**src/rtl/six502_pkg.sv**
```systemverilog
// Shared 6502-family constants: reset-sequencer state encoding, stack page and
// hardware vector addresses used by the CPU-side blocks.
package six502_pkg;

  localparam logic [3:0] RS_HOLD   = 4'd0;
  localparam logic [3:0] RS_DUMMY0 = 4'd1;
  localparam logic [3:0] RS_DUMMY1 = 4'd2;
  localparam logic [3:0] RS_STK0   = 4'd3;
  localparam logic [3:0] RS_STK1   = 4'd4;
  localparam logic [3:0] RS_STK2   = 4'd5;
  localparam logic [3:0] RS_VEC_LO = 4'd6;
  localparam logic [3:0] RS_VEC_HI = 4'd7;
  localparam logic [3:0] RS_RUN    = 4'd8;

  localparam logic [7:0]  STACK_PAGE   = 8'h01;
  localparam logic [15:0] NMI_VECTOR   = 16'hFFFA;
  localparam logic [15:0] RESET_VECTOR = 16'hFFFC;
  localparam logic [15:0] IRQ_VECTOR   = 16'hFFFE;

endpackage

```
**src/rtl/reset_seq.sv**
```systemverilog
// 6502 reset bus sequence: two dummy PC reads, three dummy stack reads with SP
// decrement, then the two-byte reset-vector fetch before releasing the core.
module reset_seq
  import six502_pkg::*;
#(
  parameter logic [15:0] VECTOR_ADDR = RESET_VECTOR,
  parameter logic [7:0]  SP_INIT     = 8'h00
) (
  input  logic        clk,
  input  logic        reset,
  input  logic        clk_enable,
  output logic [15:0] mem_addr,
  output logic        mem_rd,
  input  logic [7:0]  mem_rdata,
  input  logic        mem_ready,
  output logic [15:0] pc,
  output logic [7:0]  sp,
  output logic        flag_i,
  output logic        cpu_run
);

  // 16-bit addition so a vector at 16'hFFFF wraps its high byte to 16'h0000
  localparam logic [15:0] VEC_HI_ADDR = VECTOR_ADDR + 16'd1;

  logic [3:0]  r_state;
  logic [15:0] r_memAddr;
  logic        r_memRd;
  logic [15:0] r_pc;
  logic [7:0]  r_sp;
  logic        r_flagI;
  logic        r_cpuRun;

  logic        w_transfer;
  logic [7:0]  w_spDec;

  assign w_transfer = clk_enable & mem_ready;
  assign w_spDec    = r_sp - 8'd1;

  // The address of each bus state is loaded on the edge that enters it, so
  // every output comes straight from a register.
  always_ff @(posedge clk or posedge reset) begin
    if (reset) begin
      r_state   <= RS_HOLD;
      r_memAddr <= 16'h0000;
      r_memRd   <= 1'b0;
      r_pc      <= 16'h0000;
      r_sp      <= SP_INIT;
      r_flagI   <= 1'b1;
      r_cpuRun  <= 1'b0;
    end else if (clk_enable) begin
      case (r_state)
        RS_HOLD: begin
          r_state   <= RS_DUMMY0;
          r_memAddr <= r_pc;
          r_memRd   <= 1'b1;
        end
        RS_DUMMY0: if (w_transfer) begin
          r_state   <= RS_DUMMY1;
          r_memAddr <= r_pc + 16'd1;
        end
        RS_DUMMY1: if (w_transfer) begin
          r_state   <= RS_STK0;
          r_memAddr <= {STACK_PAGE, r_sp};
        end
        RS_STK0, RS_STK1: if (w_transfer) begin
          r_state   <= (r_state == RS_STK0) ? RS_STK1 : RS_STK2;
          r_sp      <= w_spDec;
          r_memAddr <= {STACK_PAGE, w_spDec};
        end
        RS_STK2: if (w_transfer) begin
          r_state   <= RS_VEC_LO;
          r_sp      <= w_spDec;
          r_memAddr <= VECTOR_ADDR;
        end
        RS_VEC_LO: if (w_transfer) begin
          r_state    <= RS_VEC_HI;
          r_pc[7:0]  <= mem_rdata;
          r_memAddr  <= VEC_HI_ADDR;
        end
        RS_VEC_HI: if (w_transfer) begin
          r_state    <= RS_RUN;
          r_pc[15:8] <= mem_rdata;
          r_memAddr  <= {mem_rdata, r_pc[7:0]};
          r_memRd    <= 1'b0;
          r_cpuRun   <= 1'b1;
        end
        RS_RUN: begin
        end
        default: begin
          r_state <= RS_HOLD;
          r_memRd <= 1'b0;
        end
      endcase
    end
  end

  assign mem_addr = r_memAddr;
  assign mem_rd   = r_memRd;
  assign pc       = r_pc;
  assign sp       = r_sp;
  assign flag_i   = r_flagI;
  assign cpu_run  = r_cpuRun;

endmodule
```
**config.mk**
```make
export PLATFORM = sky130hd
export DESIGN_NAME = reset_seq
export DESIGN_NICKNAME = d
export VERILOG_FILES = /design/src/rtl/six502_pkg.sv /design/src/rtl/reset_seq.sv
export SDC_FILE = /design/constraint.sdc
export NUM_CORES = 1
export LEC_CHECK = 0
export CAP_MARGIN = 20
export CORE_UTILIZATION = 52
export DETAILED_ROUTE_END_ITERATION = 8
export HOLD_SLACK_MARGIN = 0.05
export PLACE_DENSITY_LB_ADDON = 0.25
export SETUP_SLACK_MARGIN = 0.15
export SYNTH_ARGS = -nofsm -noshare
export SYNTH_HDL_FRONTEND = slang
export SYNTH_SLANG_ARGS = --single-unit
```
**constraint.sdc**
```tcl
create_clock -name clk -period 2.6 [get_ports clk]
set_clock_uncertainty 0.1 [all_clocks]
set_input_delay 0.52 -clock clk [delete_from_list [all_inputs] [get_ports clk]]
set_output_delay 0.52 -clock clk [all_outputs]
set_load 0.01 [all_outputs]
```
==> results of run 1 <==
[synthesized netlist by cell type, drive strengths merged (2+ instances only)]
| library cell | count | area [um2] |
|---|---|---|
| dfrtp | 46 | 1150 |
| o21ai | 29 | 149 |
| nor2 | 27 | 104 |
| nand2 | 26 | 97.6 |
| a21oi | 17 | 88.8 |
| nor3 | 16 | 85.1 |
| mux2 | 14 | 158 |
| inv | 10 | 37.5 |
| nand3 | 10 | 50.1 |
| xor2 | 10 | 87.6 |
| buf | 9 | 52.6 |
| xnor2 | 8 | 70.1 |
| a211oi | 7 | 52.6 |
| a31oi | 7 | 58.8 |
| nor2b | 7 | 43.8 |
| clkbuf | 6 | 22.5 |
| and3 | 4 | 25.0 |
| nand2b | 4 | 25.0 |
| nand4 | 4 | 25.0 |
| or2 | 4 | 25.0 |
| or3b | 4 | 35.0 |
| a21o | 3 | 22.5 |
| mux2i | 3 | 30.0 |
| nand3b | 3 | 22.5 |
| o22ai | 3 | 18.8 |
| ha | 2 | 25.0 |
| nor4 | 2 | 12.5 |
| nor4b | 2 | 32.5 |
| o21a | 2 | 15.0 |
| o221ai | 2 | 17.5 |
| o31ai | 2 | 15.0 |
[final timing paths]
kind / slack, ns / to
min in group asynchronous: 0.43 / mem_addr[0]$_DFFE_PP0P_
min: 0.38 / cpu_run$_DFFE_PP0P_
max: 0.31 / mem_addr[6]$_DFFE_PP0P_
max reg2reg: 0.31 / mem_addr[6]$_DFFE_PP0P_
max in group asynchronous: 1.47 / pc[6]$_DFFE_PP0P_
min reg2reg: 0.38 / cpu_run$_DFFE_PP0P_
[where the power goes]
part,internal (mW),switching (mW),total (mW)
registers,1.06,0.491,1.55
logic,1.23,1.15,2.38
clock network,0.287,0.241,0.528
total,2.57,1.88,4.46
[layout make-up]
cell class,instances,share of cell area (%)
clock buffers,6,2.03
clock inverters,2,1.05
inverters,10,1.05
multi-input cells,239,43.1
flip-flops and latches,46,32.2
well taps,70,2.45
repair buffers,67,18.1
[worst max-delay path: stages (launching register included)]
cell and delay (ns):
dfrtp_1 0.47, inv_1 0.13, ha_1 0.20, or3b_1 0.41, or3_1 0.38, xor2_1 0.16, nor2_1 0.05, o32a_1 0.29
[flip-flops by register name, indices dropped and copies added, names as in the netlist]
register,count
pc,16
r_state,4
sp,8
cpu_run,1
mem_rd,1
mem_addr,16
[routing by layer]
layer / GRT usage [%] / up-vias
li1: - / 1236
met1: 36.2 / 1287
met2: 48.0 / 114
met3: 4.50 / 15
met4: 7.82 / 0
met5: 0 / -
[cell families after synthesis]
family / count (synthesis)
multiplexers: 17
AO/OA/AOI/OAI: 83
adder cells (fa/ha/maj): 2
AND/OR/NAND/NOR: 118
buffers and inverters: 25
flip-flops: 46
XOR/XNOR: 18
other: 1
==> impl_metrics.ini, run 1 <==
[timing]
hold_slack_ns = 0.377
slew_headroom_pct = 62.5
fmax_ghz = 0.437
min_period_ns = 2.29
worstMarginPinSlew_ns = 0.560
fin_tns_setup_ns = 0
setup-violations-final = 0
setup_ws_ns = 0.313
final_max_slew_viol_count = 0
rsz0062_at_grt = false
hold_viol_final = 0
layout_worst_path_cycle_share_pct = 88.0

[pwr]
p_per_area_nw_per_um2 = 1250
irDropWorstVdd_v = 0.000696
finalPower_mw = 4.46
p_leak_nw = 1.43

[routing]
dr.first_iter.drc_count = 234
route.vias.total = 2652
drt-vias-per-instance = 6.03
drc = 0
dr_wl_met3_um = 464
dr_wl_met2_mm = 3.56
drtAntennaViolNets = 0
met1_length_mm = 3.18
wirelength_mm = 7.33
highest_layer = met4
post_drt_wl_per_cell_um = 16.7
firstDrtPassIters = 5

[critical_path]
critPathLaunchType = register
path_max_fanout = 6
arrival_ns = 2.38
rr_worst_depth = 7
cp.required_ns = 2.69
reg2reg_from = sp[0]$_DFFE_PP0P_
worst_setup_path_end_kind = register
critical_path_class = register to register
cp-startpoint = sp[0]$_DFFE_PP0P_

[min_path]
hold_depth = 1
hp-class = register to register
worstHoldStart = cpu_run$_DFFE_PP0P_

[die]
ios = 55
die_area_um2 = 5690
initial_core_util_pct = 54.5
core_area_um2 = 5140
rows = 26
die_w_um = 75.4
fp.dieH_um = 75.4

[global_routing]
grt_max_degree = 28
grt_usage_pct = 27.8
grt_pass1_wl_mm = 11.8
overflow = 0
antenna_found_initial = 0
grt_pass1_vias = 2417

[cells_and_area]
final_common_cell = clkdlybuf4s50_1
final_core_util_pct = 69.5
finalNetCount = 383
fin_cells = 440
mostFrequentLayoutCells = clkdlybuf4s50_1, dfrtp_1, nand2_1, nor2_1, o21ai_0
fin_area_um2 = 3570
multiInputGateArea_um2 = 1540
regArea_um2 = 1150
area_delta_synth_final_pct = 27.5
antennaDiodeCount = 0
final_layout_size_suffix_gt1_share_pct = 11.1
fill_cells = 409

[flow_run]
maxCapViolCount = 0

[yosys]
synth_xor_area_share_pct = 5.62
avgSynthCellArea_um2 = 9.04
yosysSeqAreaShare_pct = 41.1
yosysUniqueCellTypes = 61
synth_fa_ha_area_share_pct = 0.893
syn_area_um2 = 2800
synthMuxAreaShare_pct = 6.70
synth_top_family_by_area = simple AND/OR/NAND/NOR gates
synth_edf_count = 0
synthCells = 310
synth_flop_cell = dfrtp_1
synth.net_count = 324
yosys.area_share.simple_pct = 22.1
async_flop_share_pct = 100
synth-seq-cells = 46
synth-compound-area-share_pct = 19.5
ys_warn_count = 1

[clock_network]
cts_resized = 0
h-tree-depth = 2
clk_latency_ns = 0.30
cts_tree = yes
cts-root-buf = clkbuf_8
cts_sinks = 46
cts_hold_buf = 0
clkTransAtPathRegs_ns = 0.09
clockBufferDepth = 2
post_cts_buffers = 0
cts_made_buffers = 5

[place]
port_buffers = 53
post_dp_cell_area_um2 = 3460
placed_cells = 432
place_ws_ns = 0.266
gp_congestion = 0.863
dp.final_hpwl_mm = 5.43

[outcome]
status = finished, final reports clean
Note: power is estimated with default switching activity, not from simulation.
==> run 2: changes to the inputs <==
--- a/config.mk
+++ b/config.mk
@@ -6,6 +6,7 @@
 export NUM_CORES = 1
 export LEC_CHECK = 0
 export CAP_MARGIN = 20
+export CORE_MARGIN = 5
 export CORE_UTILIZATION = 52
 export DETAILED_ROUTE_END_ITERATION = 8
 export HOLD_SLACK_MARGIN = 0.05
==> impl_metrics.ini, run 2 (synthesis gave the netlist of run 1 again) <==
[outcome]
status = finished, final reports clean

[critical_path]
reg2reg_from = sp[0]$_DFFE_PP0P_
r2r_end = mem_addr[6]$_DFFE_PP0P_
critPathLaunchType = register
cp.required_ns = 2.69
reg2reg_slack_ns = 0.30
path_max_fanout = 6
arrival_ns = 2.39
rr_worst_depth = 7
worst_setup_path_end_kind = register
critical_path_class = register to register

[min_path]
hold-path-endpoint = cpu_run$_DFFE_PP0P_
hp-class = register to register
hold_depth = 1
worstHoldStart = cpu_run$_DFFE_PP0P_

[clock_network]
cts_hold_buf = 0
cts_tree = yes
clk_latency_ns = 0.31
clockBufferDepth = 2
clkTransAtPathRegs_ns = 0.09
h-tree-depth = 2
cts_sinks = 46
cts_made_buffers = 5
post_cts_buffers = 0
cts_resized = 0
cts-root-buf = clkbuf_8

[timing]
layout_worst_path_cycle_share_pct = 88.6
worstMarginPinSlew_ns = 0.638
final_max_slew_viol_count = 0
fmax_ghz = 0.434
rsz0062_at_grt = false
slew_headroom_pct = 57.2
min_period_ns = 2.30
setup-violations-final = 0
hold_viol_final = 0
fin_tns_setup_ns = 0

[routing]
drc = 0
firstDrtPassIters = 5
route.vias.total = 2680
wirelength_mm = 7.62
drtAntennaViolNets = 0
drt-vias-per-instance = 6.13
post_drt_wl_per_cell_um = 17.4
dr.first_iter.drc_count = 283

[cells_and_area]
final_core_util_pct = 68.0
mostFrequentLayoutCells = clkdlybuf4s50_1, dfrtp_1, nand2_1, nor2_1, o21ai_0
final_common_cell = clkdlybuf4s50_1
finalNetCount = 380
final_layout_size_suffix_gt1_share_pct = 10.6
antennaDiodeCount = 0
area_delta_synth_final_pct = 25.5

[die]
ios = 55
fp.dieH_um = 83.4
initial_core_util_pct = 54.2
core_area_um2 = 5170
die_area_um2 = 6960
rows = 26
die_w_um = 83.4

[global_routing]
grt_pass1_vias = 2577
overflow = 0
grt_pass1_wl_mm = 12.6
antenna_found_initial = 0
grt_max_degree = 24
grt_usage_pct = 22.2

[place]
gp_congestion = 0.888
port_buffers = 53
dp.final_hpwl_mm = 5.51

[pwr]
irDropWorstVdd_v = 0.000580
p_leak_nw = 1.40
p_per_area_nw_per_um2 = 1240

[flow_run]
maxCapViolCount = 0
## run 2: through the flow
step                      worst slack (ns)  area (um2)  instances  hold WS (ns)  total power, mW
final                                0.295        3520        437         0.385             4.37
after global routing                 0.176        3520        437         0.398             4.68
after CTS                            0.299        3520        437         0.387             4.37
after detailed placement             0.262        3430        429         0.359             3.91
after global placement               0.293        3430        429         0.364             3.85
after floorplan                      0.486        2800        310         0.412             2.86
## run 2: where the power goes
group          switching (mW)  internal (mW)  total, mW
clock                   0.259          0.189      0.448
sequential              0.507           1.06       1.56
combinational            1.15           1.21       2.36
## run 2: worst max-delay path, cell delays in order, from the launching register on
cell and delay [ns]:
dfrtp_1 0.47, inv_1 0.13, ha_1 0.21, or3b_1 0.41, or3_1 0.37, xor2_1 0.16, nor2_1 0.05, o32a_1 0.29
## run 2: how the worst max path moves through the flow
stage                            from                      end  slack (ns)  cells past startpoint
floorplan           sp[0]$_DFFE_PP0P_  mem_addr[6]$_DFFE_PP0P_        0.49                      7
global placement           clk_enable        pc[1]$_DFFE_PP0P_        0.29                      5
detailed placement         clk_enable        pc[6]$_DFFE_PP0P_        0.26                      5
CTS                 sp[0]$_DFFE_PP0P_  mem_addr[6]$_DFFE_PP0P_        0.30                      7
global route        sp[0]$_DFFE_PP0P_  mem_addr[6]$_DFFE_PP0P_        0.18                      7
finish              sp[0]$_DFFE_PP0P_  mem_addr[6]$_DFFE_PP0P_        0.30                      7
## run 2: per-layer routing
metal  GRT usage (%)  vias to the layer above  part of all wire [%]
met5               0                        -                     0
met4            8.19                        0                   2.0
met3            4.46                       18                   6.9
met2            36.2                      124                    48
met1            29.3                     1292                    43
li1                -                     1246                     -
## run 2: layout make-up
type	count	area [um2]
inverter	10	37.5
clock inverter	3	21.3
multi-input combinational	239	1540
clock buffer	5	68.8
fill	434	1650
timing repair buffer	64	613
tap	70	87.6
sequential	46	1150
==> run 3: changes to the inputs <==
--- a/config.mk
+++ b/config.mk
@@ -7,11 +7,13 @@
 export LEC_CHECK = 0
 export CAP_MARGIN = 20
 export CORE_MARGIN = 5
-export CORE_UTILIZATION = 52
+export CORE_UTILIZATION = 60
 export DETAILED_ROUTE_END_ITERATION = 8
+export DONT_BUFFER_PORTS = 1
 export HOLD_SLACK_MARGIN = 0.05
 export PLACE_DENSITY_LB_ADDON = 0.25
 export SETUP_SLACK_MARGIN = 0.15
+export SLEW_MARGIN = 20
 export SYNTH_ARGS = -nofsm -noshare
 export SYNTH_HDL_FRONTEND = slang
 export SYNTH_SLANG_ARGS = --single-unit
==> impl_metrics.ini, run 3 (synthesis gave the netlist of run 1 again) <==
[outcome]
status = finished, final reports clean

[pwr]
p_leak_nw = 1.19
finalPower_mw = 3.72
irDropWorstVdd_v = 0.000586
p_per_area_nw_per_um2 = 1260

[timing]
fmax_ghz = 0.436
rsz0062_at_grt = false
setup-violations-final = 0
hold_viol_final = 0
worstMarginPinSlew_ns = 0.617
final_max_slew_viol_count = 0
min_period_ns = 2.29
layout_worst_path_cycle_share_pct = 88.2
fin_tns_setup_ns = 0
slew_headroom_pct = 58.6

[die]
die_w_um = 78.3
fp.dieH_um = 78.3
initial_core_util_pct = 63.1
ios = 55
die_area_um2 = 6140
rows = 24
core_area_um2 = 4440

[flow_run]
maxCapViolCount = 0

[place]
post_dp_cell_area_um2 = 2870
dp.final_hpwl_mm = 5.30
placed_cells = 357
port_buffers = 0
gp_congestion = 0.902

[cells_and_area]
mostFrequentLayoutCells = dfrtp_1, nand2_1, nor2_1, o21ai_0, a21oi_1
final_common_cell = dfrtp_1
fin_area_um2 = 2960
fill_cells = 383
area_delta_synth_final_pct = 5.54
final_layout_size_suffix_gt1_share_pct = 11.5
fin_cells = 365
antennaDiodeCount = 0
finalNetCount = 327

[routing]
post_drt_wl_per_cell_um = 19.7
drc = 0
drt-vias-per-instance = 6.55
firstDrtPassIters = 7
route.vias.total = 2392
wirelength_mm = 7.19
drtAntennaViolNets = 0
dr.first_iter.drc_count = 186

[critical_path]
critical_path_class = register to register
rr_worst_depth = 7
worst_setup_path_end_kind = register
reg2reg_slack_ns = 0.31
cp.required_ns = 2.69
path_max_fanout = 6
arrival_ns = 2.38
critPathLaunchType = register

[min_path]
hp-class = input pin to register
hold_depth = 1

[clock_network]
clkTransAtPathRegs_ns = 0.09
cts-root-buf = clkbuf_8
clockBufferDepth = 2
cts_sinks = 46
cts_made_buffers = 5
h-tree-depth = 2
cts_resized = 0
cts_tree = yes
clk_latency_ns = 0.30

[global_routing]
grt_pass1_wl_mm = 12.4
grt_usage_pct = 25.5
grt_max_degree = 26
overflow = 0
antenna_found_initial = 0
grt_pass1_vias = 2443
-- run 3: power breakdown --
group          total, mW  leakage, nW  switching, mW  internal [mW]
sequential          1.73        0.545          0.678           1.05
combinational       1.57        0.609          0.873          0.693
clock              0.418       0.0373          0.233          0.185
-- run 3: path summary, 6_finish.rpt --
kind	startpoint	end
worst max register to register	sp[0]$_DFFE_PP0P_	mem_addr[6]$_DFFE_PP0P_
worst min register to register	r_state[3]$_DFFE_PP0P_	r_state[3]$_DFFE_PP0P_
min in group asynchronous	reset	r_state[3]$_DFFE_PP0P_
max in group asynchronous	reset	pc[4]$_DFFE_PP0P_
worst min-delay path	clk_enable	r_state[2]$_DFFE_PP0P_
worst max-delay path	sp[0]$_DFFE_PP0P_	mem_addr[6]$_DFFE_PP0P_
-- run 3: critical path, cell delays in order, from the launching register on --
cell and delay [ns]:
dfrtp_1 0.49, inv_1 0.14, ha_1 0.21, or3b_1 0.41
or3_1 0.35, xor2_1 0.15, nor2_1 0.05, o32a_1 0.28
-- run 3: repair_timing --
action,CTS,global route
setup endpoints to repair,0,0
endpoints found under the hold margin,21,0
hold buffers,1,0
buffers inserted,0,0
-- run 3: metrics by stage --
step                utilization, %  setup WS (ns)  hold WS, ns
floorplan                        -          0.486        0.412
global placement              64.5          0.373        0.343
detailed placement            64.5          0.330        0.347
CTS                           66.6          0.309        0.201
global route                  66.6          0.174        0.206
finish                        66.6          0.306        0.206
-- run 3: layout make-up --
type	count	area, um2	share of cell area (%)
repair buffers	11	85.1	2.88
clock inverters	1	7.51	0.254
clock buffers	6	72.6	2.45
multi-input cells	239	1540	52.0
inverters	10	37.5	1.27
well taps	52	65.1	2.20
flip-flops and latches	46	1150	38.9
-- run 3: routing by layer --
metal	global-route usage, %	vias to the layer above	routed length, um	share of wire (%)
met5	0	-	0	0
met4	10.1	0	176	2.4
met3	6.98	17	602	8.4
met2	41.4	95	3490	49
met1	32.3	1156	2920	41
li1	-	1124	-	-
